<file path="config.mk">
export PLATFORM = sky130hd
export DESIGN_NAME = rng_lfsr_source
export DESIGN_NICKNAME = d
export VERILOG_FILES = /design/src/rtl/rng_pkg.sv /design/src/rtl/rng_lfsr_step.sv /design/src/rtl/rng_lfsr_source.sv
export SDC_FILE = /design/constraint.sdc
export NUM_CORES = 1
export LEC_CHECK = 0
export ABC_AREA = 1
export ABC_CLOCK_PERIOD_IN_PS = 2170
export BUFFER_PORTS_ARGS = -buffer_cell sky130_fd_sc_hd__buf_2
export CORE_AREA = 3 3 89 91
export CTS_BUF_LIST = sky130_fd_sc_hd__clkbuf_8
export CTS_CLUSTER_DIAMETER = 120
export CTS_CLUSTER_SIZE = 24
export DETAILED_ROUTE_END_ITERATION = 16
export DIE_AREA = 0 0 92 94
export HOLD_SLACK_MARGIN = 0.05
export PLACE_DENSITY_LB_ADDON = 0.1
export SLEW_MARGIN = 20
export SYNTH_ARGS = -nofsm -noshare
export SYNTH_HDL_FRONTEND = slang
export SYNTH_HIERARCHICAL = 1
export SYNTH_SLANG_ARGS = --single-unit
</file>
<file path="constraint.sdc">
create_clock -name clk -period 2.17 [get_ports clk]
set_clock_uncertainty 0.15 [all_clocks]
set_input_delay 0.217 -clock clk [delete_from_list [all_inputs] [get_ports clk]]
set_output_delay 0.217 -clock clk [all_outputs]
set_load 0.02 [all_outputs]
</file>
<file path="src/rtl/rng_pkg.sv">
// rtl/rng_pkg.sv - shared constants, state type and counter-width helper for the LFSR random source
package rng_pkg;

    localparam logic [31:0] RNG_POLY = 32'h8020_0003;

    typedef enum logic [1:0] {
        IDLE   = 2'd0,
        WARMUP = 2'd1,
        RUN    = 2'd2
    } rng_state_t;

    // Bits needed to hold values 0..max_val; never less than one bit.
    function automatic int rng_cnt_width(input int max_val);
        return (max_val < 2) ? 1 : $clog2(max_val + 1);
    endfunction

endpackage

</file>
<file path="src/rtl/rng_lfsr_step.sv">
// rtl/rng_lfsr_step.sv - combinational Galois LFSR successor; RNG_ENTROPY_MIX_EN folds entropy_in into bit 31
module rng_lfsr_step
    import rng_pkg::*;
#(
    parameter logic [31:0] SEED_DEFAULT = 32'h0000_0001
) (
    input  logic [31:0] state_in,
`ifdef RNG_ENTROPY_MIX_EN
    input  logic        entropy_in,
`endif
    output logic [31:0] state_out
);

    logic [31:0] shifted;
    logic [31:0] mixed;

    always_comb begin
        shifted = (state_in >> 1) ^ (state_in[0] ? RNG_POLY : 32'h0);
`ifdef RNG_ENTROPY_MIX_EN
        mixed = {shifted[31] ^ entropy_in, shifted[30:0]};
`else
        mixed = shifted;
`endif
        // The all-zero state is a lock-up point, so it is never allowed to escape.
        state_out = (mixed == 32'h0) ? SEED_DEFAULT : mixed;
    end

endmodule

</file>
<file path="src/rtl/rng_lfsr_source.sv">
// rtl/rng_lfsr_source.sv - divided, seeded, warmed-up LFSR word source for the random PIO; optional RNG_ENTROPY_MIX_EN
module rng_lfsr_source
    import rng_pkg::*;
#(
    parameter logic [31:0] SEED_DEFAULT = 32'h0000_0001,
    parameter int unsigned UPDATE_DIV   = 1,
    parameter int unsigned WARMUP_STEPS = 16
) (
    input  logic        clk,
    input  logic        reset,
    input  logic        enable,
    input  logic        seed_load,
    input  logic [31:0] seed_data,
`ifdef RNG_ENTROPY_MIX_EN
    input  logic        entropy_in,
`endif
    output logic [31:0] rand_out,
    output logic        rand_valid,
    output logic        sample_strobe
);

    localparam int DIV_W  = rng_cnt_width(int'(UPDATE_DIV) - 1);
    localparam int WARM_W = rng_cnt_width(int'(WARMUP_STEPS));
    localparam logic [DIV_W-1:0]  DIV_LAST  = DIV_W'(UPDATE_DIV - 1);
    localparam logic [WARM_W-1:0] WARM_INIT = WARM_W'(WARMUP_STEPS);
    localparam rng_state_t START_STATE = (WARMUP_STEPS == 0) ? RUN : WARMUP;

    rng_state_t        state_q, state_d;
    logic [31:0]       lfsr_q, lfsr_d;
    logic [DIV_W-1:0]  div_cnt_q, div_cnt_d;
    logic [WARM_W-1:0] warm_cnt_q, warm_cnt_d;
    logic [31:0]       rand_out_q, rand_out_d;
    logic              rand_valid_q, rand_valid_d;
    logic              sample_strobe_q, sample_strobe_d;

    logic [31:0] lfsr_next;
    logic        step_tick;

    rng_lfsr_step #(
        .SEED_DEFAULT(SEED_DEFAULT)
    ) u_step (
        .state_in  (lfsr_q),
`ifdef RNG_ENTROPY_MIX_EN
        .entropy_in(entropy_in),
`endif
        .state_out (lfsr_next)
    );

    assign step_tick = enable && (state_q != IDLE) && (div_cnt_q == DIV_LAST);

    always_comb begin
        state_d         = state_q;
        lfsr_d          = lfsr_q;
        div_cnt_d       = div_cnt_q;
        warm_cnt_d      = warm_cnt_q;
        rand_out_d      = rand_out_q;
        rand_valid_d    = rand_valid_q;
        sample_strobe_d = 1'b0;

        // A seed load wins over a coincident step and restarts the warm-up.
        if (seed_load) begin
            lfsr_d       = (seed_data == 32'h0) ? SEED_DEFAULT : seed_data;
            div_cnt_d    = '0;
            warm_cnt_d   = WARM_INIT;
            rand_out_d   = 32'h0;
            rand_valid_d = 1'b0;
            state_d      = enable ? START_STATE : IDLE;
        end else if (enable) begin
            case (state_q)
                IDLE: begin
                    state_d = START_STATE;
                end
                WARMUP, RUN: begin
                    div_cnt_d = step_tick ? '0 : div_cnt_q + DIV_W'(1);
                    if (step_tick) begin
                        lfsr_d = lfsr_next;
                        if (state_q == WARMUP) begin
                            warm_cnt_d = warm_cnt_q - WARM_W'(1);
                        end
                        if (state_q == RUN || warm_cnt_q == WARM_W'(1)) begin
                            state_d         = RUN;
                            rand_out_d      = lfsr_next;
                            rand_valid_d    = 1'b1;
                            sample_strobe_d = 1'b1;
                        end
                    end
                end
                default: begin
                    state_d = IDLE;
                end
            endcase
        end
    end

    always_ff @(posedge clk or posedge reset) begin
        if (reset) begin
            state_q         <= IDLE;
            lfsr_q          <= SEED_DEFAULT;
            div_cnt_q       <= '0;
            warm_cnt_q      <= WARM_INIT;
            rand_out_q      <= 32'h0;
            rand_valid_q    <= 1'b0;
            sample_strobe_q <= 1'b0;
        end else begin
            state_q         <= state_d;
            lfsr_q          <= lfsr_d;
            div_cnt_q       <= div_cnt_d;
            warm_cnt_q      <= warm_cnt_d;
            rand_out_q      <= rand_out_d;
            rand_valid_q    <= rand_valid_d;
            sample_strobe_q <= sample_strobe_d;
        end
    end

    assign rand_out      = rand_out_q;
    assign rand_valid    = rand_valid_q;
    assign sample_strobe = sample_strobe_q;

endmodule
</file>
==> results of run 1 <==
==> state kept, by name (all words and copies together) (netlist names) <==
signal	flops
rand_valid	1
state_q	2
sample_strobe	1
div_cnt_q	1
warm_cnt_q	5
lfsr_q	32
rand_out	32
==> tightest hold or removal path, cell delays in order <==
cell and delay [ns]:
sky130_fd_sc_hd__buf_2 0.09, sky130_fd_sc_hd__a21oi_1 0.05, sky130_fd_sc_hd__o21ai_0 0.15
==> worst paths after layout <==
check,start,end,slack [ns],depth (start not counted)
setup / recovery,state_q[0],rand_out[28],0.18,10
hold / removal,seed_data[29],lfsr_q[29],0.05,3
setup reg to reg,state_q[0],rand_out[28],0.18,10
hold reg to reg,rand_out[30],rand_out[30],0.32,2
max in group asynchronous,reset,lfsr_q[0],1.15,4
min in group asynchronous,reset,rand_out[25],0.38,4
==> kinds of logic (layout without fill, tap and decap cells) <==
group | Yosys count | in the layout | share of synthesized area [%]
AND/OR/NAND/NOR | 261 | 261 | 27.11
buffers and inverters | 103 | 161 | 11.57
AO/OA/AOI/OAI | 74 | 74 | 10.10
flip-flops | 74 | 74 | 49.55
adder cells (fa/ha/maj) | 5 | 5 | 1.672
==> timing repair <==
item	in CTS	in global routing
endpoints found under the hold margin	89	0
buffers inserted	0	0
hold buffers	17	0
gates resized for setup	0	2
endpoints found under the setup margin	0	32
==> power groups by stage <==
stage	combinational [mW]	clock [mW]	sequential, mW
global placement	0.779	0	1.73
detailed placement	0.797	0	1.74
CTS	0.827	1.04	1.72
finish	0.815	1.01	1.72
floorplan	0.529	0	1.81
global route	0.942	1.10	1.74
==> cells in the mapped netlist, drive strengths merged (2+ instances only) <==
master    n  area, sq um
nand2   171        651.9
nor2     79        299.0
dfrtp    72         1802
inv      54        202.7
o21ai    37        185.2
clkbuf   36        138.9
a21oi    34        170.2
buf      13        91.33
nand3     7        35.03
ha        5        62.56
dfstp     2        52.55
nor3      2        10.01
==> metrics by stage <==
stage	utilization (%)	power, mW	std cells	setup slack (ns)	cell area, sq um
2_1_floorplan	-	2.335	517	0.4842	3746
3_3_place_gp	56.35	2.514	641	0.1911	4065
3_5_place_dp	56.35	2.538	641	0.08831	4065
4_1_cts	61.34	3.579	674	0.04051	4425
5_1_grt	61.38	3.789	674	0.01772	4428
6_report	61.38	3.541	674	0.1845	4428
==> per-layer routing <==
layer | share of wire [%] | track usage, % | vias up
li1 | - | - | 1661
met1 | 47 | 26.28 | 1445
met2 | 47 | 33.58 | 61
met3 | 3.8 | 3.846 | 13
met4 | 1.9 | 7.797 | 0
met5 | 0 | 0 | -
==> layout make-up <==
type	instances	area, sq um	area share (%)
Clock buffer	12	165.2	3.730
Timing Repair Buffer	91	590.6	13.34
Multi-Input combinational cell	340	1460	32.98
Clock inverter	4	25.02	0.5651
Tap cell	99	123.9	2.797
Sequential cell	74	1854	41.88
Inverter	54	209.0	4.719
==> layout by cell type (no fill, tap or decap), drive strengths merged, types with 2 or more instances in the layout <==
cell type and instances:
nand2 171, clkbuf 12, buf 74, nor2 79, nand3 7, inv 53
clkinv 2, dlygate4sd3 17, o21ai 37, dfstp 2, clkinvlp 3, ha 5
nor3 2, dfrtp 72, a21oi 34
==> flow_summary.yaml, run 1 <==
floorplanning:
  num_rows: 31
  num_io_pins: 70
  floorplan.die.width_microns: 92
  core_sq_mm: 0.007214
  die_height_microns: 94
  dieArea_sq_mm: 0.008648
  starting_density_of_the_core_pct: 51.87
synth:
  syn-cell-area_sq_mm: 0.003742
  synth-seq-area-share_pct: 49.55
  synthesis.area_per_instance_sq_um: 7.239
  postSynthNetCount: 558
  count_of_flip_flops_with_a_built_in_enable_after_synthesis: 0
  ys_ff_latch: 74
  postSynth.asyncResetShare_pct: 100.0
  postSynth.topFlopCell: "sky130_fd_sc_hd__dfrtp_1"
  synth.yosys.warnings: 6
  yosys.cell_types.count: 24
  netlist_instances: 517
critical_path:
  critPathArrivalTime_ns: 2.07
  setup_cp_type: "reg -> reg"
  end_kind: "flop"
  timing.critical_path.buf_inv: 3
  cpLargestDelayFamily: "simple AND/OR/NAND/NOR gates"
  cpMostUsedCell: "sky130_fd_sc_hd__nand2_1"
  cp.required_ns: 2.26
  cpPeakStageDelay_ns: 0.37
  cp_cell_sequence: "inv_1, ha_1, inv_1, nand2_1, nor3b_2, nand2_2, nand2_4, inv_4, nand2_1, nand2_1"
  crit_path_start_kind: "flop"
  critPathSlowestCell: "sky130_fd_sc_hd__dfrtp_1"
  critical_path.max_fanout: 32
min_path:
  holdCritPathClass: "in -> reg"
power:
  power.share.clock_pct: 28.5
  share_seq_of_total_power_pct: 48.5
  netSwitchingPower_mw: 1.156
  p_comb_share_pct: 23.0
  ir_drop_uv: 549.8
  p_int_mw: 2.385
  power_per_cell_area_mw_per_mm2: 799.7
  power.share.switching_pct: 32.64
  total_leakage_power_nw: 2.377
final_layout:
  areaGrowthSynthToFinish_pct: 18.32
  fillers: 687
  drive_gt1_share_pct: 17.04
  layout.nets: 611
  num_antenna_cells: 0
sta:
  max_slew.worst_pin.slew_ns: 0.3807
  setup_viol: 0
  hold_viol_final: 0
  final.min_clock_period_ns: 1.986
  max_freq_ghz: 0.5036
  report.final.slew_viol_count: 0
  final_min_period_over_clock_period_pct: 91.50
  grt_setup_unrepaired: "false"
  timing.hold.ws_ns: 0.04943
  timing.max_slew.rel_slack_pct: 74.62
  final.setup.tns_ns: 0
cts:
  num_clock_sinks: 74
  tritoncts: "yes"
  max-clock-path-buffers: 2
  tritoncts.num_buffers: 9
  clock_latency_ns: 0.35
  cts.clk_slew.worst_paths_ns: 0.08
  cts.htree.levels: 3
  library_cell_used_as_clock_root_buffer: "sky130_fd_sc_hd__clkbuf_8"
run:
  timing.max_cap.violations: 0
global_route:
  first_global_vias: 3060
  grt_start_max_net_pins: 75
  grtUsageTotal_pct: 20.23
  grt_pass1_wl_microns: 13920
  grt_antenna_before_repair: 0
  overflow: 0
routing:
  final_antenna_net_count: 0
  first_pass_iters: 4
  drc: 0
  drtIter0Drc: 118
  dr_total_vias: 3180
  viasPerCell: 4.718
  drt_wl_total_microns: 8078
  routedWlPerCell_microns: 11.99
placed_design:
  place_hpwl_microns: 5557
  gp_routability_congestion: 0.8664
  buffer_ports.inserted: 69
outcome:
  status: "completed"
No activity file was read; power rests on OpenSTA's default activity.
==> run 2, diff against run 1 <==
--- a/config.mk
+++ b/config.mk
@@ -8,12 +8,12 @@
 export ABC_AREA = 1
 export ABC_CLOCK_PERIOD_IN_PS = 2170
 export BUFFER_PORTS_ARGS = -buffer_cell sky130_fd_sc_hd__buf_2
-export CORE_AREA = 3 3 89 91
+export CORE_AREA = 3 3 106 77
 export CTS_BUF_LIST = sky130_fd_sc_hd__clkbuf_8
 export CTS_CLUSTER_DIAMETER = 120
 export CTS_CLUSTER_SIZE = 24
 export DETAILED_ROUTE_END_ITERATION = 16
-export DIE_AREA = 0 0 92 94
+export DIE_AREA = 0 0 109 80
 export HOLD_SLACK_MARGIN = 0.05
 export PLACE_DENSITY_LB_ADDON = 0.1
 export SLEW_MARGIN = 20
==> flow_summary.yaml, run 2 (same netlist as run 1, synthesis figures left out) <==
outcome:
  status: "completed"
critical_path:
  r2r-start: "state_q[0]"
  cpLargestDelayFamily: "simple AND/OR/NAND/NOR gates"
  cp.required_ns: 2.30
  r2r-end: "rand_out[14]"
  cpPeakStageDelay_ns: 0.37
  worstRegToRegCells: 10
  crit_path_start_kind: "flop"
  end_kind: "flop"
  timing.critical_path.buf_inv: 3
  critPathArrivalTime_ns: 2.05
  setup.reg_to_reg.worst_slack_ns: 0.25
  cp_cell_sequence: "inv_1, ha_1, inv_1, nand2_1, nor3b_2, nand2_2, nand2_4, buf_12, nand2_1, nand2_1"
  critical_path.max_fanout: 32
  setup_cp_type: "reg -> reg"
  cpMostUsedCell: "sky130_fd_sc_hd__nand2_1"
  critPathSlowestCell: "sky130_fd_sc_hd__dfrtp_1"
cts:
  cts.clk_slew.worst_paths_ns: 0.08
  tritoncts.num_buffers: 9
  cts.htree.levels: 3
  max-clock-path-buffers: 2
  clock_latency_ns: 0.34
  library_cell_used_as_clock_root_buffer: "sky130_fd_sc_hd__clkbuf_8"
  num_clock_sinks: 74
  tritoncts: "yes"
final_layout:
  drive_gt1_share_pct: 17.16
  fillers: 683
  area.sequential_sq_mm: 0.001854
  layout.nets: 613
  finalNonFillerCells: 675
  final_cell_mix: "sky130_fd_sc_hd__nand2_1 (169), sky130_fd_sc_hd__nor2_1 (78), sky130_fd_sc_hd__dfrtp_1 (72)"
  postLayoutCoreUtil_pct: 62.09
  areaGrowthSynthToFinish_pct: 20.36
  num_antenna_cells: 0
  multiInputGateArea_sq_mm: 0.001460
  mostFrequentLayoutCell: "sky130_fd_sc_hd__nand2_1"
sta:
  report.final.slew_viol_count: 0
  setup_viol: 0
  max_freq_ghz: 0.5215
  crit_path_setup_slack_layout_ns: 0.2526
  hold_viol_final: 0
  final.setup.tns_ns: 0
  grt_setup_unrepaired: "false"
  final_min_period_over_clock_period_pct: 88.36
  max_slew.worst_pin.slew_ns: 0.4020
  timing.max_slew.rel_slack_pct: 73.14
  final.min_clock_period_ns: 1.917
power:
  share_seq_of_total_power_pct: 45.5
  power.share.clock_pct: 32.9
  power.share.switching_pct: 30.52
  p_comb_share_pct: 21.6
  ir_drop_uv: 429.9
  total_leakage_power_nw: 2.415
  netSwitchingPower_mw: 1.153
  p_int_mw: 2.624
  power_per_cell_area_mw_per_mm2: 838.6
floorplanning:
  num_rows: 26
  dieArea_sq_mm: 0.008720
  starting_density_of_the_core_pct: 51.59
  num_io_pins: 70
  die_height_microns: 80
  floorplan.die.width_microns: 109
  core_sq_mm: 0.007254
routing:
  drtIter0Drc: 118
  routedWlPerCell_microns: 12.01
  drt_wl_total_microns: 8104
  first_pass_iters: 4
  final_antenna_net_count: 0
  dr_total_vias: 3167
  viasPerCell: 4.692
  drc: 0
global_route:
  grtUsageTotal_pct: 20.23
  overflow: 0
  grt_antenna_before_repair: 0
  grt_pass1_wl_microns: 13790
  first_global_vias: 3027
  grt_start_max_net_pins: 65
min_path:
  worstHoldStart: "seed_data[23]"
  whs_path_depth: 3
  holdCritPathClass: "in -> reg"
  whs_endpoint: "lfsr_q[23]"
placed_design:
  gp_routability_congestion: 0.7672
  buffer_ports.inserted: 69
  pre_cts_ws_ns: 0.1739
  place_hpwl_microns: 5682
  placed_cells_incl_taps: 641
run:
  timing.max_cap.violations: 0
[run 2: changes by cell type in the layout (fill, tap and decap cells not counted), sizes merged]
| cell | change |
|---|---|
| bufinv | +2 |
| buf | +1 |
| clkinv | -1 |
| clkinvlp | -1 |
| dlygate4sd3 | +1 |
[run 2: power by group through the flow]
| stage | sequential (mW) | combinational, mW | clock (mW) |
|---|---|---|---|
| 2_1_floorplan | 1.81 | 0.529 | 0 |
| 3_3_place_gp | 1.74 | 0.782 | 0 |
| 3_5_place_dp | 1.74 | 0.795 | 0 |
| 4_1_cts | 1.72 | 0.826 | 1.28 |
| 5_1_grt | 1.74 | 0.947 | 1.33 |
| 6_report | 1.72 | 0.817 | 1.24 |
[run 2: stage by stage]
| stage | total power, mW | cell area (sq um) | hold WS [ns] |
|---|---|---|---|
| after floorplan | 2.335 | 3746 | 0.2269 |
| after global placement | 2.518 | 4084 | 0.08526 |
| after detailed placement | 2.538 | 4084 | 0.08929 |
| after CTS | 3.825 | 4502 | 0.05178 |
| after global routing | 4.026 | 4504 | 0.07312 |
| final | 3.777 | 4504 | 0.06303 |
[run 2: how the worst max path moves through the flow]
stage	cells past startpoint	start	slack [ns]	endpoint
after floorplan	6	state_q[0]	0.48	lfsr_q[3]
after global placement	8	state_q[0]	0.24	rand_out[15]
after detailed placement	10	state_q[0]	0.17	rand_out[14]
after CTS	10	state_q[0]	0.14	rand_out[4]
after global routing	10	state_q[0]	0.09	rand_out[12]
final	10	state_q[0]	0.25	rand_out[14]
[run 2: timing repair]
| action | in CTS | in global routing |
|---|---|---|
| resized for setup | 0 | 2 |
| endpoints found under the hold margin | 33 | 0 |
| setup buffers | 0 | 0 |
| setup endpoints to repair | 0 | 30 |
| hold buffers | 18 | 0 |
[run 2: worst register-to-register path, stage by stage, from the launching register on]
cell                      delay, ns
sky130_fd_sc_hd__dfrtp_1       0.37
sky130_fd_sc_hd__inv_1         0.07
sky130_fd_sc_hd__ha_1          0.23
sky130_fd_sc_hd__inv_1         0.06
sky130_fd_sc_hd__nand2_1       0.07
sky130_fd_sc_hd__nor3b_2       0.31
sky130_fd_sc_hd__nand2_2       0.13
sky130_fd_sc_hd__nand2_4       0.11
sky130_fd_sc_hd__buf_12        0.19
sky130_fd_sc_hd__nand2_1       0.09
sky130_fd_sc_hd__nand2_1       0.08
[run 2: layout make-up]
class / count / share of cell area (%)
inverter: 54 / 4.639
clock buffer: 12 / 3.667
sequential: 74 / 41.17
timing repair buffer: 93 / 13.78
multi-input combinational: 340 / 32.42
tap: 98 / 2.722
clock inverter: 4 / 1.611
[run 2: metal layers]
layer / part of all wire (%) / vias to the layer above / track usage [%]
li1: - / 1667 / -
met1: 51 / 1440 / 27.24
met2: 45 / 58 / 32.54
met3: 4.4 / 2 / 5.901
met4: 0.31 / 0 / 4.161
met5: 0 / - / 0
